[config.mk]
export PLATFORM = sky130hd
export DESIGN_NAME = dc_rm_ctrl
export DESIGN_NICKNAME = d
export VERILOG_FILES = /design/src/rtl/dc_rm_pkg.sv /design/src/rtl/dc_rm_sat_cnt.sv /design/src/rtl/dc_rm_ctrl.sv
export SDC_FILE = /design/constraint.sdc
export NUM_CORES = 1
export LEC_CHECK = 0
export BUFFER_PORTS_ARGS = -buffer_cell sky130_fd_sc_hd__buf_2
export CAP_MARGIN = 25
export CORE_MARGIN = 10
export CORE_UTILIZATION = 45
export DETAILED_ROUTE_END_ITERATION = 6
export PLACE_DENSITY = 0.81
export SLEW_MARGIN = 10
export SYNTH_ARGS = -nofsm -noshare
export SYNTH_HDL_FRONTEND = slang
export SYNTH_SLANG_ARGS = --single-unit
[constraint.sdc]
create_clock -name clk -period 2.25 [get_ports clk]
set_input_delay 0.225 -clock clk [delete_from_list [all_inputs] [get_ports clk]]
set_output_delay 0.225 -clock clk [all_outputs]
set_load 0.01 [all_outputs]
[src/rtl/dc_rm_pkg.sv]
// Shared definitions for the DC-removal controller.
//   ST_WARMUP/ST_TRACK/ST_FREEZE : encodings reported on ctrl_state
//   dc_rm_state_e                : FSM state type built on those encodings
//   WARMUP_LEN_DEF               : default warm-up length (equals the averaging window)
package dc_rm_pkg;

  localparam logic [1:0] ST_WARMUP = 2'd0;
  localparam logic [1:0] ST_TRACK  = 2'd1;
  localparam logic [1:0] ST_FREEZE = 2'd2;

  typedef enum logic [1:0] {
    StWarmup = ST_WARMUP,
    StTrack  = ST_TRACK,
    StFreeze = ST_FREEZE
  } dc_rm_state_e;

  localparam int unsigned WARMUP_LEN_DEF = 128;

endpackage

[src/rtl/dc_rm_sat_cnt.sv]
// Unsigned saturating counter: sticks at all-ones, never wraps.
//   clk, rstn : clock, asynchronous active-low reset
//   clr       : synchronous clear (wins over en)
//   en        : increment enable
//   cnt       : current count
module dc_rm_sat_cnt import dc_rm_pkg::*; #(
  parameter int unsigned CNT_WIDTH = 16
) (
  input  logic                 clk,
  input  logic                 rstn,
  input  logic                 clr,
  input  logic                 en,
  output logic [CNT_WIDTH-1:0] cnt
);

  localparam logic [CNT_WIDTH-1:0] CntOne = {{(CNT_WIDTH-1){1'b0}}, 1'b1};

  logic [CNT_WIDTH-1:0] cnt_q, cnt_d;

  always_comb begin
    cnt_d = cnt_q;
    if (clr) begin
      cnt_d = '0;
    end else if (en && (cnt_q != '1)) begin
      cnt_d = cnt_q + CntOne;
    end
  end

  always_ff @(posedge clk or negedge rstn) begin
    if (!rstn) begin
      cnt_q <= '0;
    end else begin
      cnt_q <= cnt_d;
    end
  end

  assign cnt = cnt_q;

endmodule

[src/rtl/dc_rm_ctrl.sv]
// DC-removal controller: picks what feeds the DC subtractor. Zero during warm-up
// (after reset or a gain change), the live moving average while tracking, and a
// held value while a packet is in flight.
//   clk, rstn        : clock, asynchronous active-low reset
//   avg_i/avg_q      : moving-average estimate, qualified by avg_valid
//   gain_change      : AGC gain-update pulse
//   pkt_start/pkt_end: packet boundary pulses
//   freeze_timeout   : max freeze length in cycles, 0 disables
//   dc_i/dc_q        : DC value to the subtractor, dc_valid when trusted
//   ctrl_state       : 0 warm-up, 1 track, 2 freeze
//   timeout_flag     : one-cycle pulse when a freeze ends by timeout
// Build option: define DC_RM_CTRL_FREEZE_TIMEOUT_EN to build the freeze timeout;
// otherwise freeze_timeout is ignored and timeout_flag stays 0.
module dc_rm_ctrl import dc_rm_pkg::*; #(
  parameter int unsigned DATA_WIDTH = 16,
  parameter int unsigned WARMUP_LEN = WARMUP_LEN_DEF,
  parameter int unsigned CNT_WIDTH  = 16
) (
  input  logic                         clk,
  input  logic                         rstn,
  input  logic signed [DATA_WIDTH-1:0] avg_i,
  input  logic signed [DATA_WIDTH-1:0] avg_q,
  input  logic                         avg_valid,
  input  logic                         gain_change,
  input  logic                         pkt_start,
  input  logic                         pkt_end,
  input  logic        [CNT_WIDTH-1:0]  freeze_timeout,
  output logic signed [DATA_WIDTH-1:0] dc_i,
  output logic signed [DATA_WIDTH-1:0] dc_q,
  output logic                         dc_valid,
  output logic        [1:0]            ctrl_state,
  output logic                         timeout_flag
);

  localparam logic [CNT_WIDTH-1:0] WarmLast = CNT_WIDTH'(WARMUP_LEN - 1);

  dc_rm_state_e                 state_q, state_d;
  logic signed [DATA_WIDTH-1:0] dc_i_q, dc_i_d, dc_q_q, dc_q_d;
  logic                         valid_q, valid_d;
  logic                         gain_pend_q, gain_pend_d;
  logic                         tflag_q, tflag_d;

  logic [CNT_WIDTH-1:0] warm_cnt;
  logic                 warm_clr;
  logic                 timeout_hit;

  // Held at zero outside warm-up so every warm-up entry starts from 0.
  assign warm_clr = gain_change || (state_q != StWarmup);

  dc_rm_sat_cnt #(
    .CNT_WIDTH(CNT_WIDTH)
  ) u_warm_cnt (
    .clk  (clk),
    .rstn (rstn),
    .clr  (warm_clr),
    .en   (avg_valid),
    .cnt  (warm_cnt)
  );

`ifdef DC_RM_CTRL_FREEZE_TIMEOUT_EN
  localparam logic [CNT_WIDTH-1:0] CntOne = {{(CNT_WIDTH-1){1'b0}}, 1'b1};

  logic [CNT_WIDTH-1:0] to_cnt;
  logic                 to_clr;

  // Counts cycles spent in freeze; a pkt_start inside freeze restarts it.
  assign to_clr = (state_q != StFreeze) || pkt_start;

  dc_rm_sat_cnt #(
    .CNT_WIDTH(CNT_WIDTH)
  ) u_to_cnt (
    .clk  (clk),
    .rstn (rstn),
    .clr  (to_clr),
    .en   (1'b1),
    .cnt  (to_cnt)
  );

  // Fires one cycle early so the exit lands exactly freeze_timeout cycles after entry.
  assign timeout_hit = (state_q == StFreeze) && (freeze_timeout != '0) && !pkt_start &&
                       (to_cnt == freeze_timeout - CntOne);
`else
  logic unused_freeze_timeout;
  assign unused_freeze_timeout = ^freeze_timeout;
  assign timeout_hit = 1'b0;
`endif

  always_comb begin
    state_d     = state_q;
    dc_i_d      = dc_i_q;
    dc_q_d      = dc_q_q;
    valid_d     = valid_q;
    gain_pend_d = gain_pend_q;
    tflag_d     = 1'b0;

    unique case (state_q)
      StWarmup: begin
        dc_i_d  = '0;
        dc_q_d  = '0;
        valid_d = 1'b0;
        if (!gain_change && avg_valid && (warm_cnt == WarmLast)) begin
          state_d = StTrack;
          dc_i_d  = avg_i;
          dc_q_d  = avg_q;
          valid_d = 1'b1;
        end
      end
      StTrack: begin
        if (gain_change) begin
          state_d = StWarmup;
          dc_i_d  = '0;
          dc_q_d  = '0;
          valid_d = 1'b0;
        end else if (pkt_start) begin
          state_d = StFreeze;
        end else if (avg_valid) begin
          dc_i_d = avg_i;
          dc_q_d = avg_q;
        end
      end
      StFreeze: begin
        if (gain_change) begin
          gain_pend_d = 1'b1;
        end
        if (pkt_end || timeout_hit) begin
          tflag_d     = !pkt_end;
          gain_pend_d = 1'b0;
          if (gain_pend_q || gain_change) begin
            state_d = StWarmup;
            dc_i_d  = '0;
            dc_q_d  = '0;
            valid_d = 1'b0;
          end else begin
            state_d = StTrack;
          end
        end
      end
      default: begin
        state_d = StWarmup;
        dc_i_d  = '0;
        dc_q_d  = '0;
        valid_d = 1'b0;
      end
    endcase
  end

  always_ff @(posedge clk or negedge rstn) begin
    if (!rstn) begin
      state_q     <= StWarmup;
      dc_i_q      <= '0;
      dc_q_q      <= '0;
      valid_q     <= 1'b0;
      gain_pend_q <= 1'b0;
      tflag_q     <= 1'b0;
    end else begin
      state_q     <= state_d;
      dc_i_q      <= dc_i_d;
      dc_q_q      <= dc_q_d;
      valid_q     <= valid_d;
      gain_pend_q <= gain_pend_d;
      tflag_q     <= tflag_d;
    end
  end

  assign dc_i         = dc_i_q;
  assign dc_q         = dc_q_q;
  assign dc_valid     = valid_q;
  assign ctrl_state   = state_q;
  assign timeout_flag = tflag_q;

endmodule

==> impl_metrics.env, run 1 <==
export IMPL_outcome="completed"
export IMPL_synth_ff_type="dfrtp_1"
export IMPL_clock_skew_ns=0.00657
export IMPL_numClockSinks=52
export IMPL_clock_path_buffers=2
export IMPL_p_leak_nw=1.45
export IMPL_place_congestion=0.858
export IMPL_r2r_slack_ns=0.30
export IMPL_vias=1986
export IMPL_grt_pass1_vias=1955
export IMPL_yosysWarnings=0
export IMPL_fin_nets=337
export IMPL_grt_usage_pct=13.4
export IMPL_dp_hpwl_um=4290
export IMPL_reg2reg_to="dc_i[1]"
export IMPL_path_depth=5
export IMPL_postCtsSetupBuffers=0
export IMPL_clockPowerShare_pct=34.1
export IMPL_p_sw_share_pct=23.0
export IMPL_hold_viol=0
export IMPL_fin_util_pct=56.5
export IMPL_synth_top_area_cell="dfrtp_1"
export IMPL_ys_types=42
export IMPL_p_int_mw=1.19
export IMPL_setup_viol=0
export IMPL_core_um2=5110
export IMPL_dieArea_um2=8570
export IMPL_drv_cap=0
export IMPL_slowest_delay_ns=0.56
export IMPL_worstSetupPathType="register to register"
export IMPL_drt_iter0_markers=106
export IMPL_cts_tree="yes"
export IMPL_hold_path_class="primary input to asynchronous set/reset pin"
export IMPL_postSynth_asyncResetShare_pct=100
export IMPL_ys_seq_area_share_pct=54.9
export IMPL_clock_latency_ns=0.30
export IMPL_syn_inst=210
export IMPL_end_kind="register"
export IMPL_wl_per_cell_um=16.6
export IMPL_tightest_slew_ns=0.666
export IMPL_syn_area_per_cell_um2=11.3
export IMPL_final_cell_count_no_fill=353
export IMPL_final_antenna_net_count=0
export IMPL_synth_top_cell_area_share_pct=54.9
export IMPL_powerDensity_nw_per_um2=537
export IMPL_critPathArrivalTime_ns=2.19
export IMPL_worst_path_buf_inv=1
export IMPL_hold_ws_ns=0.0226
export IMPL_min_period_ns=1.95
export IMPL_min_period_over_period_pct=86.8
export IMPL_die_h_um=92.6
export IMPL_cts_root_buffer="clkbuf_8"
export IMPL_pwr_share_comb_pct=4.9
export IMPL_r2r_start="u_warm_cnt.cnt[8]"
export IMPL_wl_um=5860
export IMPL_io_buffers=72
export IMPL_tns_ns=0
export IMPL_crit_family="simple AND/OR/NAND/NOR gates"
export IMPL_syn_num_nets=265
export IMPL_critPathLaunch="u_warm_cnt.cnt[8]"
export IMPL_overflow=0
export IMPL_cp_cell_sequence="or4_1 -> nor4_1 -> a21o_2 -> buf_12 -> a22o_1"
export IMPL_switchingPower_uw=357
export IMPL_netlist_area_um2=2370
export IMPL_critPathSlowestCell="or4_1"
export IMPL_critPathLaunchType="register"
export IMPL_die_w_um=92.6
export IMPL_worstSetupEndpoint="dc_i[1]"
export IMPL_route_detailed_drc=0
export IMPL_cts_hold_buf=0
export IMPL_grt_max_degree=53
export IMPL_num_fill_cells=459
export IMPL_cts_clk_slew_worst_paths_ns=0.09
export IMPL_fin_ws_ns=0.298
export IMPL_synth_most_common_cell="dfrtp_1"
export IMPL_dp_cells=345
export IMPL_start_util_pct=46.4
export IMPL_reg2regPathDepth=5
export IMPL_max_slew_margin_rel_pct=55.6
export IMPL_maxSlewViolCount=0
export IMPL_maxClockFrequency_ghz=0.512
export IMPL_cts_buffers=5
export IMPL_first_pass_iters=4
export IMPL_drt_vias_per_instance=5.63
export IMPL_drive_gt1_share_pct=35.0
export IMPL_htreeDepth=2
export IMPL_report_power_total_mw=1.55
export IMPL_ios=90
export IMPL_critPathRequiredTime_ns=2.49
export IMPL_area_delta_synth_final_pct=21.7
export IMPL_n_antenna_cell=0
export IMPL_power_frac_seq_pct=61.0
export IMPL_synth_edff_count=0
export IMPL_antenna_found_initial=0
export IMPL_rsz0062_at_grt="false"
export IMPL_synth_seq_cells=52
export IMPL_ctsResizeCount=0
export IMPL_pre_cts_slack_ns=0.372
export IMPL_num_rows=26
export IMPL_cp_max_fo=32
export IMPL_grt_pass1_wl_um=9630
export IMPL_fin_area_um2=2890
export IMPL_ir_drop_mv=0.270
export IMPL_synth_commonest_cells="dfrtp_1, a22o_1, a21oi_1"
export IMPL_dpl_cell_area_um2=2800
export IMPL_synthTopCellsByArea="dfrtp_1, a22o_1, a21oi_1, nand4_1, o21ai_0"
## cell families after synthesis
family	share of synthesized area (%)
flops	54.9
buf+inv	4.43
compound gates	23.0
simple gates	17.0
other cells	0.158
fa+ha+maj	0.528
## worst register-to-register path: stages, from the launching register on
cell,delay [ns]
dfrtp_1,0.51
or4_1,0.56
nor4_1,0.27
a21o_2,0.21
buf_12,0.18
a22o_1,0.17
## power by group through the flow
stage	sequential, mW	combinational [mW]	clock, mW
after floorplan	0.962	0.0209	0
final	0.945	0.0758	0.529
after detailed placement	0.964	0.0776	0
after global routing	0.947	0.0878	0.582
after global placement	0.963	0.0753	0
after CTS	0.945	0.0776	0.540
## cell usage in the layout (no fill, tap or decap), drive strengths merged
cell type,count
a211oi,2
a21o,2
a21oi,13
a22o,32
a31o,2
a31oi,2
a41o,2
a41oi,1
and3,3
and4,1
buf,79
clkbuf,6
clkinv,1
clkinvlp,1
conb,1
dfrtp,52
ha,1
inv,5
nand2,11
nand2b,1
nand3,5
nand4,8
nor2,4
nor2b,2
nor3,7
nor4,6
o211ai,2
o21ai,9
o22a,1
o31a,1
o31ai,3
o41ai,1
or2,1
or3,7
or3b,1
or4,6
or4b,1
## sequential cells by signal, summed over array words and instances (netlist names)
register,cells
dc_i,16
dc_q,16
ctrl_state,2
gain_pend_q,1
dc_valid,1
u_warm_cnt.cnt,16
## per-layer routing
layer	global-route usage (%)	up-vias	part of all wire (%)
li1	-	958	-
met1	17.0	964	42
met2	22.4	57	52
met3	2.50	7	4.8
met4	4.24	0	1.3
met5	0	-	0
## final cells by class
cell class | instances | area [um2] | area share [%]
tap | 70 | 87.6 | 3.03
clock buffer | 6 | 72.6 | 2.51
sequential | 52 | 1300 | 45.1
clock inverter | 2 | 16.3 | 0.564
inverter | 5 | 18.8 | 0.650
multi-input combinational | 139 | 965 | 33.4
timing repair buffer | 79 | 425 | 14.7
## worst min-delay path by stage
stage / start / endpoint
after global placement: rstn / u_warm_cnt.cnt[15]
final: rstn / u_warm_cnt.cnt[13]
after CTS: rstn / u_warm_cnt.cnt[13]
after floorplan: rstn / ctrl_state[0]
after detailed placement: rstn / dc_i[8]
after global routing: rstn / u_warm_cnt.cnt[13]
No activity file was read; power rests on OpenSTA's default activity.
==> run 2: changes to the inputs <==
--- a/config.mk
+++ b/config.mk
@@ -5,6 +5,7 @@
 export SDC_FILE = /design/constraint.sdc
 export NUM_CORES = 1
 export LEC_CHECK = 0
+export ABC_CLOCK_PERIOD_IN_PS = 2250
 export BUFFER_PORTS_ARGS = -buffer_cell sky130_fd_sc_hd__buf_2
 export CAP_MARGIN = 25
 export CORE_MARGIN = 10
==> constraint.sdc (replaced) <==
create_clock -name clk -period 2.25 [get_ports clk]
set_input_delay 0.1125 -clock clk [delete_from_list [all_inputs] [get_ports clk]]
set_output_delay 0.1125 -clock clk [all_outputs]
set_load 0.01 [all_outputs]
==> run 2 against run 1 <==
  * Flip-flop and latch count unchanged
  * Sequential power about the same
  * Sequential share of layout area decreased by 0.27 points
  * Highest routed layer unchanged
==> impl_metrics.env, run 2 (synthesis gave the netlist of run 1 again) <==
export IMPL_min_period_ns=1.92
export IMPL_grt_pass1_wl_um=10000
export IMPL_end_kind="register"
export IMPL_drt_iter0_markers=122
export IMPL_min_period_over_period_pct=85.1
export IMPL_start_util_pct=46.4
export IMPL_dp_hpwl_um=4600
export IMPL_drt_vias_per_instance=5.71
export IMPL_clock_path_buffers=2
export IMPL_tns_ns=0
export IMPL_fin_nets=339
export IMPL_ctsResizeCount=0
export IMPL_die_h_um=92.6
export IMPL_worstSetupPathType="register to register"
export IMPL_cts_buffers=5
export IMPL_numClockSinks=52
export IMPL_core_um2=5110
export IMPL_final_cell_count_no_fill=355
export IMPL_clock_latency_ns=0.31
export IMPL_cts_hold_buf=2
export IMPL_vias=2027
export IMPL_grt_usage_pct=14.1
export IMPL_ir_drop_mv=0.250
export IMPL_grtUsageMet1_pct=16.0
export IMPL_outcome="completed"
export IMPL_layout_common_cells="buf_2, dfrtp_1, a22o_1, a21oi_1, nand2_1"
export IMPL_setup_viol=0
export IMPL_maxClockFrequency_ghz=0.522
export IMPL_dp_cells=345
export IMPL_die_w_um=92.6
export IMPL_report_power_total_mw=1.55
export IMPL_critPathRequiredTime_ns=2.48
export IMPL_r2r_start="u_warm_cnt.cnt[0]"
export IMPL_powerDensity_nw_per_um2=535
export IMPL_drive_gt1_share_pct=34.7
export IMPL_max_slew_margin_rel_pct=59.0
export IMPL_cp_max_fo=5
export IMPL_antenna_found_initial=0
export IMPL_io_buffers=72
export IMPL_hold_viol=0
export IMPL_grt_pass1_vias=2104
export IMPL_clock_skew_ns=0.00961
export IMPL_wl_um=6070
export IMPL_rsz0062_at_grt="false"
export IMPL_critPathArrivalTime_ns=2.15
export IMPL_worstHoldStart="avg_q[3]"
export IMPL_dieArea_um2=8570
export IMPL_route_detailed_drc=0
export IMPL_tightest_slew_ns=0.614
export IMPL_grtUsageMet2_pct=25.0
export IMPL_cts_tree="yes"
export IMPL_maxSlewViolCount=0
export IMPL_wl_per_cell_um=17.1
export IMPL_area_delta_synth_final_pct=22.5
export IMPL_critPathLaunch="u_warm_cnt.cnt[0]"
export IMPL_drv_cap=0
export IMPL_mostFrequentLayoutCell="buf_2"
export IMPL_hold_path_class="primary input to register"
export IMPL_postCtsSetupBuffers=0
export IMPL_final_antenna_net_count=0
export IMPL_cts_clk_slew_worst_paths_ns=0.10
export IMPL_cts_root_buffer="clkbuf_8"
export IMPL_overflow=0
export IMPL_htreeDepth=2
export IMPL_fin_util_pct=56.9
export IMPL_place_congestion=0.842
export IMPL_first_pass_iters=6
export IMPL_grt_most_used_layer="met2"
export IMPL_grtUsageMet3_pct=3.47
export IMPL_grt_max_degree=33
export IMPL_p_leak_nw=1.46
export IMPL_num_rows=26
export IMPL_critPathLaunchType="register"
export IMPL_n_antenna_cell=0
export IMPL_ios=90
run 2: layer usage:
layer | part of all wire (%) | routed length, um | vias up
met5 | 0 | 0 | -
met4 | 1.9 | 118 | 0
met3 | 5.1 | 307 | 10
met2 | 53 | 3230 | 57
met1 | 40 | 2420 | 1003
li1 | - | - | 957
run 2: path summary, 6_finish.rpt:
kind                                 endpoint  slack, ns  cells after the start
setup reg to reg           u_warm_cnt.cnt[11]       0.33                      5
hold reg to reg                       dc_q[6]       0.51                      1
min in group asynchronous             dc_i[0]       0.35                      2
hold / removal                        dc_q[3]       0.01                      2
max in group asynchronous   u_warm_cnt.cnt[3]       1.27                      3
setup / recovery           u_warm_cnt.cnt[11]       0.33                      5
run 2: power by group:
| part | leakage [nW] | internal, mW | switching, mW | total [mW] |
|---|---|---|---|---|
| Clock | 0.0456 | 0.222 | 0.306 | 0.528 |
| Combinational | 0.689 | 0.0353 | 0.0457 | 0.0810 |
| Sequential | 0.724 | 0.940 | 0.00559 | 0.945 |
| Total | 1.46 | 1.20 | 0.357 | 1.55 |
run 2: area by class of cell:
| cell class | instances | area (um2) |
|---|---|---|
| multi-input cells | 139 | 965 |
| clock inverters | 2 | 13.8 |
| inverters | 5 | 18.8 |
| repair buffers | 81 | 445 |
| well taps | 70 | 87.6 |
| flip-flops and latches | 52 | 1300 |
| clock buffers | 6 | 72.6 |
| fillers | 447 | 2200 |
run 2: critical path: stages (launching register included):
cell	delay, ns
dfrtp_1	0.43
ha_1	0.26
nand4_1	0.21
nor3_1	0.13
or4b_2	0.64
a21oi_1	0.16
run 2: stage by stage:
step                cell area, um2  worst slack (ns)  hold WS [ns]
finish                        2900             0.334       0.00967
global route                  2900             0.215        0.0113
CTS                           2900             0.331       0.00909
detailed placement            2800             0.372         0.167
global placement              2800             0.374         0.158
floorplan                     2370             0.520        -0.183
